**src/rtl/seq_shifter_pkg.sv**
```systemverilog
// Shared types for the sequential shifter: operation codes, FSM states, mode decode.
// SEQ_SHIFTER_ROTATE_EN enables the ROL/ROR codes; otherwise they decode as pass-through.
package seq_shifter_pkg;

    localparam int MODE_W = 3;

    typedef enum logic [MODE_W-1:0] {
        SH_SLL = 3'd0,
        SH_SRL = 3'd1,
        SH_SRA = 3'd2,
        SH_ROL = 3'd3,
        SH_ROR = 3'd4
    } shift_mode_e;

    typedef enum logic [1:0] {
        ST_IDLE,
        ST_BUSY,
        ST_DONE
    } state_e;

    // True when the code moves bits; everything else finishes in one cycle unchanged.
    function automatic logic is_shift(input logic [MODE_W-1:0] m);
        case (m)
            SH_SLL, SH_SRL, SH_SRA: is_shift = 1'b1;
`ifdef SEQ_SHIFTER_ROTATE_EN
            SH_ROL, SH_ROR:         is_shift = 1'b1;
`endif
            default:                is_shift = 1'b0;
        endcase
    endfunction

endpackage

```
**src/rtl/seq_shifter_if.sv**
```systemverilog
// Request/response bundle between a client (master) and the sequential shifter (slave).
interface seq_shifter_if
    import seq_shifter_pkg::*;
#(
    parameter int XLEN = 32
);
    localparam int SW = $clog2(XLEN);

    logic              start;
    logic [MODE_W-1:0] mode;
    logic [XLEN-1:0]   operand;
    logic [SW-1:0]     shamt;
    logic              flush;
    logic              ready;
    logic              busy;
    logic              done;
    logic [XLEN-1:0]   result;

    modport master (
        output start, mode, operand, shamt, flush,
        input  ready, busy, done, result
    );

    modport slave (
        input  start, mode, operand, shamt, flush,
        output ready, busy, done, result
    );

endinterface

```
**src/rtl/seq_shifter_shift_step.sv**
```systemverilog
// Combinational single step of the shifter: moves data by 0..STEP bits in the given mode.
// Wrap paths exist only when SEQ_SHIFTER_ROTATE_EN is defined.
module shift_step
    import seq_shifter_pkg::*;
#(
    parameter int XLEN = 32,
    parameter int STEP = 1,
    localparam int AW  = $clog2(STEP + 1)
) (
    input  logic [MODE_W-1:0] mode_i,
    input  logic [XLEN-1:0]   data_i,
    input  logic [AW-1:0]     amt_i,
    output logic [XLEN-1:0]   data_o
);

    always_comb begin
        data_o = data_i;
        case (mode_i)
            SH_SLL: data_o = data_i << amt_i;
            SH_SRL: data_o = data_i >> amt_i;
            SH_SRA: data_o = $unsigned($signed(data_i) >>> amt_i);
`ifdef SEQ_SHIFTER_ROTATE_EN
            // amt_i == 0 gives a shift by XLEN on the wrap side, which yields zero
            SH_ROL: data_o = (data_i << amt_i) | (data_i >> (XLEN - int'(amt_i)));
            SH_ROR: data_o = (data_i >> amt_i) | (data_i << (XLEN - int'(amt_i)));
`endif
            default: data_o = data_i;
        endcase
    end

endmodule

```
**src/rtl/seq_shifter.sv**
```systemverilog
// Multi-cycle shifter: shifts by up to STEP bits per cycle until the requested distance is done.
// Define SEQ_SHIFTER_ROTATE_EN to add ROL/ROR; without it those codes pass the operand through.
module seq_shifter
    import seq_shifter_pkg::*;
#(
    parameter int XLEN = 32,
    parameter int STEP = 1
) (
    input  logic         clk,
    input  logic         reset,
    seq_shifter_if.slave bus
);

    localparam int SW = $clog2(XLEN);
    localparam int AW = $clog2(STEP + 1);
    localparam logic [SW:0] STEP_W = STEP[SW:0];

    generate
        if (STEP < 1 || STEP > XLEN || (STEP & (STEP - 1)) != 0) begin : g_bad_step
            $error("seq_shifter: STEP=%0d must be a power of two in 1..%0d", STEP, XLEN);
        end
    endgenerate

    state_e            state_q, state_d;
    logic [XLEN-1:0]   result_q, result_d;
    logic [SW-1:0]     rem_q, rem_d;
    logic [MODE_W-1:0] mode_q, mode_d;
    logic [AW-1:0]     step_amt;
    logic [XLEN-1:0]   step_out;
    logic              ready;

    assign ready = (state_q == ST_IDLE) || (state_q == ST_DONE);

    // Last step may be shorter than STEP; the else branch only sees rem_q <= STEP.
    always_comb begin
        step_amt = AW'(rem_q);
        if ({1'b0, rem_q} > STEP_W) step_amt = AW'(STEP);
    end

    shift_step #(
        .XLEN (XLEN),
        .STEP (STEP)
    ) u_step (
        .mode_i (mode_q),
        .data_i (result_q),
        .amt_i  (step_amt),
        .data_o (step_out)
    );

    always_comb begin
        state_d  = state_q;
        result_d = result_q;
        rem_d    = rem_q;
        mode_d   = mode_q;
        if (bus.flush) begin
            state_d = ST_IDLE;
            rem_d   = '0;
        end else begin
            case (state_q)
                ST_IDLE, ST_DONE: begin
                    state_d = ST_IDLE;
                    if (bus.start) begin
                        result_d = bus.operand;
                        mode_d   = bus.mode;
                        rem_d    = bus.shamt;
                        if (bus.shamt == '0 || !is_shift(bus.mode)) begin
                            state_d = ST_DONE;
                            rem_d   = '0;
                        end else begin
                            state_d = ST_BUSY;
                        end
                    end
                end
                ST_BUSY: begin
                    result_d = step_out;
                    rem_d    = rem_q - SW'(step_amt);
                    if (rem_d == '0) state_d = ST_DONE;
                end
                default: state_d = ST_IDLE;
            endcase
        end
    end

    always_ff @(posedge clk or negedge reset) begin
        if (!reset) begin
            state_q  <= ST_IDLE;
            result_q <= '0;
            rem_q    <= '0;
            mode_q   <= '0;
        end else begin
            state_q  <= state_d;
            result_q <= result_d;
            rem_q    <= rem_d;
            mode_q   <= mode_d;
        end
    end

    assign bus.ready  = ready;
    assign bus.busy   = (state_q == ST_BUSY);
    assign bus.done   = (state_q == ST_DONE);
    assign bus.result = result_q;

endmodule

```
**src/flat_wrapper.sv**
```systemverilog
// flat-port wrapper written by rule: the top's interface ports become plain ports
module seq_shifter_flat import seq_shifter_pkg::*;
#(
    parameter int XLEN = 32,
    parameter int STEP = 1
)
  (clk, reset, bus_start, bus_mode, bus_operand, bus_shamt, bus_flush, bus_ready, bus_busy, bus_done, bus_result);
  seq_shifter_if #(.XLEN(XLEN)) bus_i ();
  input  logic clk;
  input  logic reset;
  input wire logic [$bits(bus_i.start)-1:0] bus_start;
  input wire logic [$bits(bus_i.mode)-1:0] bus_mode;
  input wire logic [$bits(bus_i.operand)-1:0] bus_operand;
  input wire logic [$bits(bus_i.shamt)-1:0] bus_shamt;
  input wire logic [$bits(bus_i.flush)-1:0] bus_flush;
  output wire logic [$bits(bus_i.ready)-1:0] bus_ready;
  output wire logic [$bits(bus_i.busy)-1:0] bus_busy;
  output wire logic [$bits(bus_i.done)-1:0] bus_done;
  output wire logic [$bits(bus_i.result)-1:0] bus_result;
  assign bus_i.start = bus_start;
  assign bus_i.mode = bus_mode;
  assign bus_i.operand = bus_operand;
  assign bus_i.shamt = bus_shamt;
  assign bus_i.flush = bus_flush;
  assign bus_ready = bus_i.ready;
  assign bus_busy = bus_i.busy;
  assign bus_done = bus_i.done;
  assign bus_result = bus_i.result;
  seq_shifter #(.XLEN(XLEN), .STEP(STEP)) u_core (.clk(clk), .reset(reset), .bus(bus_i));
endmodule
```
**config.mk**
```make
export PLATFORM = sky130hd
export DESIGN_NAME = seq_shifter_flat
export DESIGN_NICKNAME = d
export VERILOG_FILES = /design/src/rtl/seq_shifter_pkg.sv /design/src/rtl/seq_shifter_if.sv /design/src/rtl/seq_shifter_shift_step.sv /design/src/rtl/seq_shifter.sv /design/src/flat_wrapper.sv
export SDC_FILE = /design/constraint.sdc
export NUM_CORES = 1
export LEC_CHECK = 0
export CORE_MARGIN = 3
export CORE_UTILIZATION = 40
export CTS_BUF_LIST = sky130_fd_sc_hd__clkbuf_4
export DETAILED_ROUTE_END_ITERATION = 10
export GPL_TIMING_DRIVEN = 0
export PLACE_DENSITY = 0.8
export SLEW_MARGIN = 40
export SYNTH_ARGS = -nofsm -noshare
export SYNTH_HDL_FRONTEND = slang
export SYNTH_HIERARCHICAL = 1
export SYNTH_SLANG_ARGS = --single-unit
```
**constraint.sdc**
```tcl
create_clock -name clk -period 2.4 [get_ports clk]
set_input_delay 0.48 -clock clk [delete_from_list [all_inputs] [get_ports clk]]
set_output_delay 0.48 -clock clk [all_outputs]
set_load 0.02 [all_outputs]
```
# After elaboration in Yosys (flattened, before gate mapping)
# Cells that the tools add are included.
dict set report totals {
  latchBits 0
  romBits 0
  mem_count 0
  ram_bits 0
  register_bits 42
}
dict set report classes {
  addsub 1
  order_cmp 1
  muxes 17
  n_mul 0
  eq_ne 10
  shifts 3
  div 0
  n_reduce_logical 15
  bitwise 1
}
# op n
set op_table {}
lappend op_table {{$pmux 32 s3} 1}
lappend op_table {{$pmux 32 s2} 1}
lappend op_table {{$mux 32} 1}
lappend op_table {{$shl 32x1->32} 1}
lappend op_table {{$shr 32x1->32} 1}
lappend op_table {{$sshr 32x1->32} 1}
lappend op_table {{$mux 5} 3}
lappend op_table {{$logic_not 5->1} 2}
lappend op_table {{$pmux 5 s2} 1}
lappend op_table {{$mux 2} 4}
lappend op_table {{$eq 3x1->1 const B} 2}
lappend op_table {{$eq 3x2->1 const B} 2}
lappend op_table {{$logic_not 3->1} 2}
lappend op_table {{$gt 5x1->1 const B} 1}
lappend op_table {{$mux 1} 5}
lappend op_table {{$sub 5x1->5} 1}
lappend op_table {{$ne 4x1->1 const B} 1}
lappend op_table {{$pmux 2 s2} 1}
lappend op_table {{$reduce_and 4->1} 1}
lappend op_table {{$ne 3x2->1 const B} 1}
lappend op_table {{$ne 3x3->1 const B} 1}
lappend op_table {{$reduce_and 3->1} 1}
lappend op_table {{$reduce_bool 3->1} 1}
lappend op_table {{$reduce_or 3->1} 1}
lappend op_table {{other kinds (10)} 11}

# Depth between registers and ports, before layout
dict set report logic_depth {
  ltp_word 12
  mapped_depth 9
}

# Cells and area by module
# The synthesis kept the hierarchy.
# mod area_per_inst_um2 n_inst cells_each
set modules_own_cells {}
lappend modules_own_cells {seq_shifter 2094.5 1 241}
lappend modules_own_cells {shift_step 658.1 1 85}

# Worst setup path after synthesis
# No wires, ideal clock.
dict set report synth_path {
  path_kind {register -> register}
  start {reg u_core.rem_q[2]}
  end {reg u_core.result_q[22] (netlist: u_core/bus.result[22])}
  t_required_ns 2.273
  setup_time_ns 0.127
  slack_ns 0.625
  stages_incl_launch_ff 10
  arrival_time_ns 1.648
  path_cell_list {dfrtp_1 -> clkbuf_1 -> nor3_1 -> nand2_1 -> nor4b_4 -> buf_2 -> and2_1 -> a221o_1 -> nand2_1 -> a31oi_1}
}
dict set report synth_between {
  elab_chain_len 5
}
# item line
set synth_rtl {}
lappend synth_rtl {{from (decl)} seq_shifter.sv:26} ;# logic [SW-1:0] rem_q, rem_d;
lappend synth_rtl {{from (signal assigned)} seq_shifter.sv:93} ;# rem_q <= rem_d;
lappend synth_rtl {{$gt 5x1->1 (*)} seq_shifter.sv:37} ;# if ({1'b0, rem_q} > STEP_W) step_amt = AW'(STEP);
lappend synth_rtl {{$mux 1 (*)} seq_shifter.sv:37}
lappend synth_rtl {{net u_core.step_amt} seq_shifter.sv:28} ;# logic [AW-1:0] step_amt;
lappend synth_rtl {{$sshr 32x1->32, or another cell as far along} seq_shifter_shift_step.sv:21} ;# SH_SRA: data_o = $unsigned($signed(data_i) >>> amt_i);
lappend synth_rtl {{$pmux 32 s3 (*)} seq_shifter_shift_step.sv:18} ;# case (mode_i)
lappend synth_rtl {{net u_core.step_out[22]} seq_shifter.sv:29} ;# logic [XLEN-1:0] step_out;
lappend synth_rtl {{$pmux 32 s2 (*)} seq_shifter.sv:59} ;# case (state_q)
lappend synth_rtl {{to (signal assigned)} seq_shifter.sv:92} ;# result_q <= result_d;
lappend synth_rtl {{to (decl)} seq_shifter.sv:25} ;# logic [XLEN-1:0] result_q, result_d;
# Mark *: on every way through the listed nets, which the timed path passes. The rest lies on a longest branch.
# A chain may end at the register's enable or synchronous reset.

# Final worst setup path
dict set report layout_path {
  start {reg u_core.state_q[1]}
  end {out bus_busy}
}
dict set report layout_between {
  elab_chain_len 1
}
# item line
set layout_rtl {}
lappend layout_rtl {{from (decl)} seq_shifter.sv:24} ;# state_e state_q, state_d;
lappend layout_rtl {{from (signal assigned)} seq_shifter.sv:91} ;# state_q <= state_d;
lappend layout_rtl {{$eq 2x1->1} seq_shifter.sv:99} ;# assign bus.busy = (state_q == ST_BUSY);
lappend layout_rtl {{to (decl)} flat_wrapper.sv:17} ;# output wire logic [$bits(bus_i.busy)-1:0] bus_busy;
# Every way passes these cells.

==> flow_metrics.tcl <==
set metrics [dict create \
    cts_buffers 5 \
    syn-num-nets 372 \
    fillerInstances 598 \
    clock_skew_ns 0.00981 \
    syn_area_per_cell_um2 8.44 \
    die_area_um2 7910 \
    cts_hold_buf 0 \
    crit_fanout 10 \
    clock_path_buffers 2 \
    period_share_pct 92.7 \
    fp.dieH_um 89.0 \
    multi_input_area_um2 1520 \
    dr.pass1.iters 5 \
    power_mw 2.58 \
    leakage_nw 1.58 \
    synth_cell_types 41 \
    drc 0 \
    syn_inst 326 \
    nets 457 \
    cp.arrival_ns 1.75 \
    pwr-share-clk_pct 17.9 \
    rsz0062_at_grt "false" \
    seqPwrFrac_pct 39.0 \
    combPwrFrac_pct 43.1 \
    vdd_drop_max_uv 375 \
    drive_above_1_share_pct 10.7 \
    slew_viol_final 0 \
    yosysTopAreaCellShare_pct 38.2 \
    clock_latency_ns 0.35 \
    viasPerCell 5.55 \
    yosysWarnings 6 \
    worstPathCellList "nand2b_2, inv_2, buf_2, dlygate4sd2_1" \
    outcome "finished clean" \
    relSlewSlack_pct 63.7 \
    postLayoutCellArea_um2 3700 \
    syn_area_um2 2750 \
    start_util_pct 42.4 \
    cts.sinks 42 \
    syn2layout_area_growth_pct 34.5 \
    grt_max_degree 43 \
    hold_violations 0 \
    core_area_um2 6490 \
    cts_root_buf "clkbuf_4" \
    wl_per_cell_um 15.4 \
    final-setup-viol-count 0 \
    fmax_ghz 0.449 \
    path_buf_inv 3 \
    setup-tns-final_ns 0 \
    reg2reg_slack_ns 0.36 \
    crit_slowest_cell "dfrtp_1" \
    grt_antenna_before_repair 0 \
    ys_ff_latch 42 \
    cts_tree "built" \
    synth_flop_cell "dfrtp_1" \
    grt_overflow 0 \
    wl_met1_um 3320 \
    io_buffer_count 78 \
    h-tree-depth 2 \
    grt_pass1_wl_um 12700 \
    yosysTopAreaCell "dfrtp_1" \
    ys_seq_area_share_pct 38.2 \
    min_period_ns 2.23 \
    drt_iter0_markers 178 \
    final-seq-area_um2 1050 \
    top_layer_used "met4" \
    postCtsSetupRepairBufs 0 \
    p_int_mw 1.63 \
    worstPathRequired_ns 1.92 \
    synth-async-reset-ratio_pct 100 \
    io_pins 79 \
    cap_viol_max_count 0 \
    met3WireLength_um 566 \
    p_sw_share_pct 36.7 \
    p_sw_mw 0.944 \
    worst_setup_path_end_kind "primary output" \
    grt_usage_pct 20.3 \
    dr_wl_met2_um 3580 \
    gp_congestion 0.867 \
    synth-edff-count 0 \
    die_w_um 89.0 \
    routed_wl_um 7520 \
    dp_hpwl_um 5540 \
    num_vias 2716 \
    critPathMaxStageDelay_ns 0.42 \
    synth_area_leaders "dfrtp_1, a221o_1, nand2_1, a31oi_1, and2_1" \
    hold_class "in -> async" \
    holdWs_ns 0.0985 \
    path_class "reg -> out" \
    powerDensity_nw_per_um2 696 \
    fp-row-count 29 \
    clk_pin_slew_ns 0.12 \
    finalWorstSetupSlack_ns 0.174 \
    diodes 0 \
    start_kind "flip-flop" \
    post-place-ws_ns 0.287 \
    worst_pin_slew_ns 0.544 \
    ant_nets 0 \
    cp_top_family "buffers and inverters" \
    dpl_cell_area_um2 3630 \
    grt_pass1_vias 2672 \
]
-- final timing paths --
check | startpoint | end | cells after the start
worst max-delay path | u_core/state_q[1] | bus_busy | 4
worst min-delay path | reset | u_core/state_q[1] | 1
worst max register to register | u_core/rem_q[2] | u_core/bus.result[3] | 9
worst min register to register | u_core/mode_q[0] | u_core/mode_q[0] | 1
max in group asynchronous | reset | u_core/bus.result[20] | 1
min in group clk | u_core/mode_q[0] | u_core/mode_q[0] | 1
-- layout make-up --
type                    instances  share of cell area, %
multi-input cells             253                   40.9
flip-flops and latches         42                   28.4
repair buffers                 78                   21.0
plain buffers                  26                   4.49
well taps                      77                   2.60
clock inverters                 3                   1.08
clock buffers                   5                   1.01
inverters                       5                  0.507
-- layer usage --
layer	vias to the layer above	global-route usage, %
met3	4	4.06
met1	1272	28.5
li1	1334	-
met5	-	0
met2	106	32.3
met4	0	5.01
-- Yosys cell counts, types with 2 or more instances --
| master | number |
|---|---|
| a21oi_1 | 4 |
| o21ai_0 | 5 |
| o31ai_1 | 2 |
| buf_4 | 5 |
| nand2b_4 | 2 |
| xnor2_1 | 3 |
| inv_1 | 4 |
| nand2_1 | 73 |
| mux2_2 | 3 |
| ha_1 | 2 |
| and2_1 | 30 |
| a221o_1 | 31 |
| nand3_1 | 2 |
| nor2_1 | 37 |
| nor3b_1 | 2 |
| a31oi_1 | 32 |
| nand2b_1 | 3 |
| dfrtp_1 | 42 |
| buf_6 | 4 |
| nor3_1 | 2 |
| nor2b_1 | 3 |
| a32oi_1 | 2 |
| buf_2 | 15 |
-- power groups by stage --
| stage | Combinational, mW | Clock [mW] | Sequential (mW) |
|---|---|---|---|
| 3_3_place_gp | 1.09 | 0 | 1.01 |
| 5_1_grt | 1.22 | 0.506 | 1.03 |
| 2_1_floorplan | 0.541 | 0 | 1.12 |
| 4_1_cts | 1.11 | 0.471 | 1.01 |
| 6_report | 1.11 | 0.460 | 1.01 |
| 3_5_place_dp | 1.11 | 0 | 1.02 |
-- through the flow --
| step | util [%] | instances |
|---|---|---|
| 2_1_floorplan | - | 326 |
| 3_3_place_gp | 55.9 | 481 |
| 3_5_place_dp | 55.8 | 481 |
| 4_1_cts | 57.0 | 489 |
| 5_1_grt | 57.0 | 489 |
| 6_report | 57.0 | 489 |
-- what timing repair did --
item                                    4_1_cts  5_1_grt
endpoints found under the setup margin        1        0
endpoints found under the hold margin         0        0
gates resized for setup                       1        0
-- state kept, by name (all words and copies together), names as in the netlist --
name / count
u_core/bus.result: 32
u_core/mode_q: 3
u_core/rem_q: 5
u_core/state_q: 2
-- cell usage in the layout, fill, tap and decap left out, types with 5 or more instances in the layout --
cell type | Yosys | layout
and2_1 | 30 | 30
clkbuf_4 | 0 | 5
a221o_1 | 31 | 31
buf_2 | 15 | 15
o21ai_0 | 5 | 5
nand2_1 | 73 | 73
a31oi_1 | 32 | 32
clkdlybuf4s50_1 | 0 | 76
nor2_1 | 37 | 37
dfrtp_1 | 42 | 42
buf_4 | 5 | 6
-- logic make-up (layout without fill, tap and decap cells) --
| group | Yosys count | after routing | synth area share [%] |
|---|---|---|---|
| buffers and inverters | 31 | 117 | 6.73 |
| DFF | 42 | 42 | 38.2 |
| xor gates and xnor gates | 3 | 3 | 0.955 |
| and+or+nand+nor | 161 | 161 | 28.0 |
| muxes | 3 | 3 | 1.23 |
| AOI/OAI and AO/OA | 84 | 84 | 24.0 |
| adders and majority gates | 2 | 2 | 0.909 |
(Power assumes the default switching activity.)
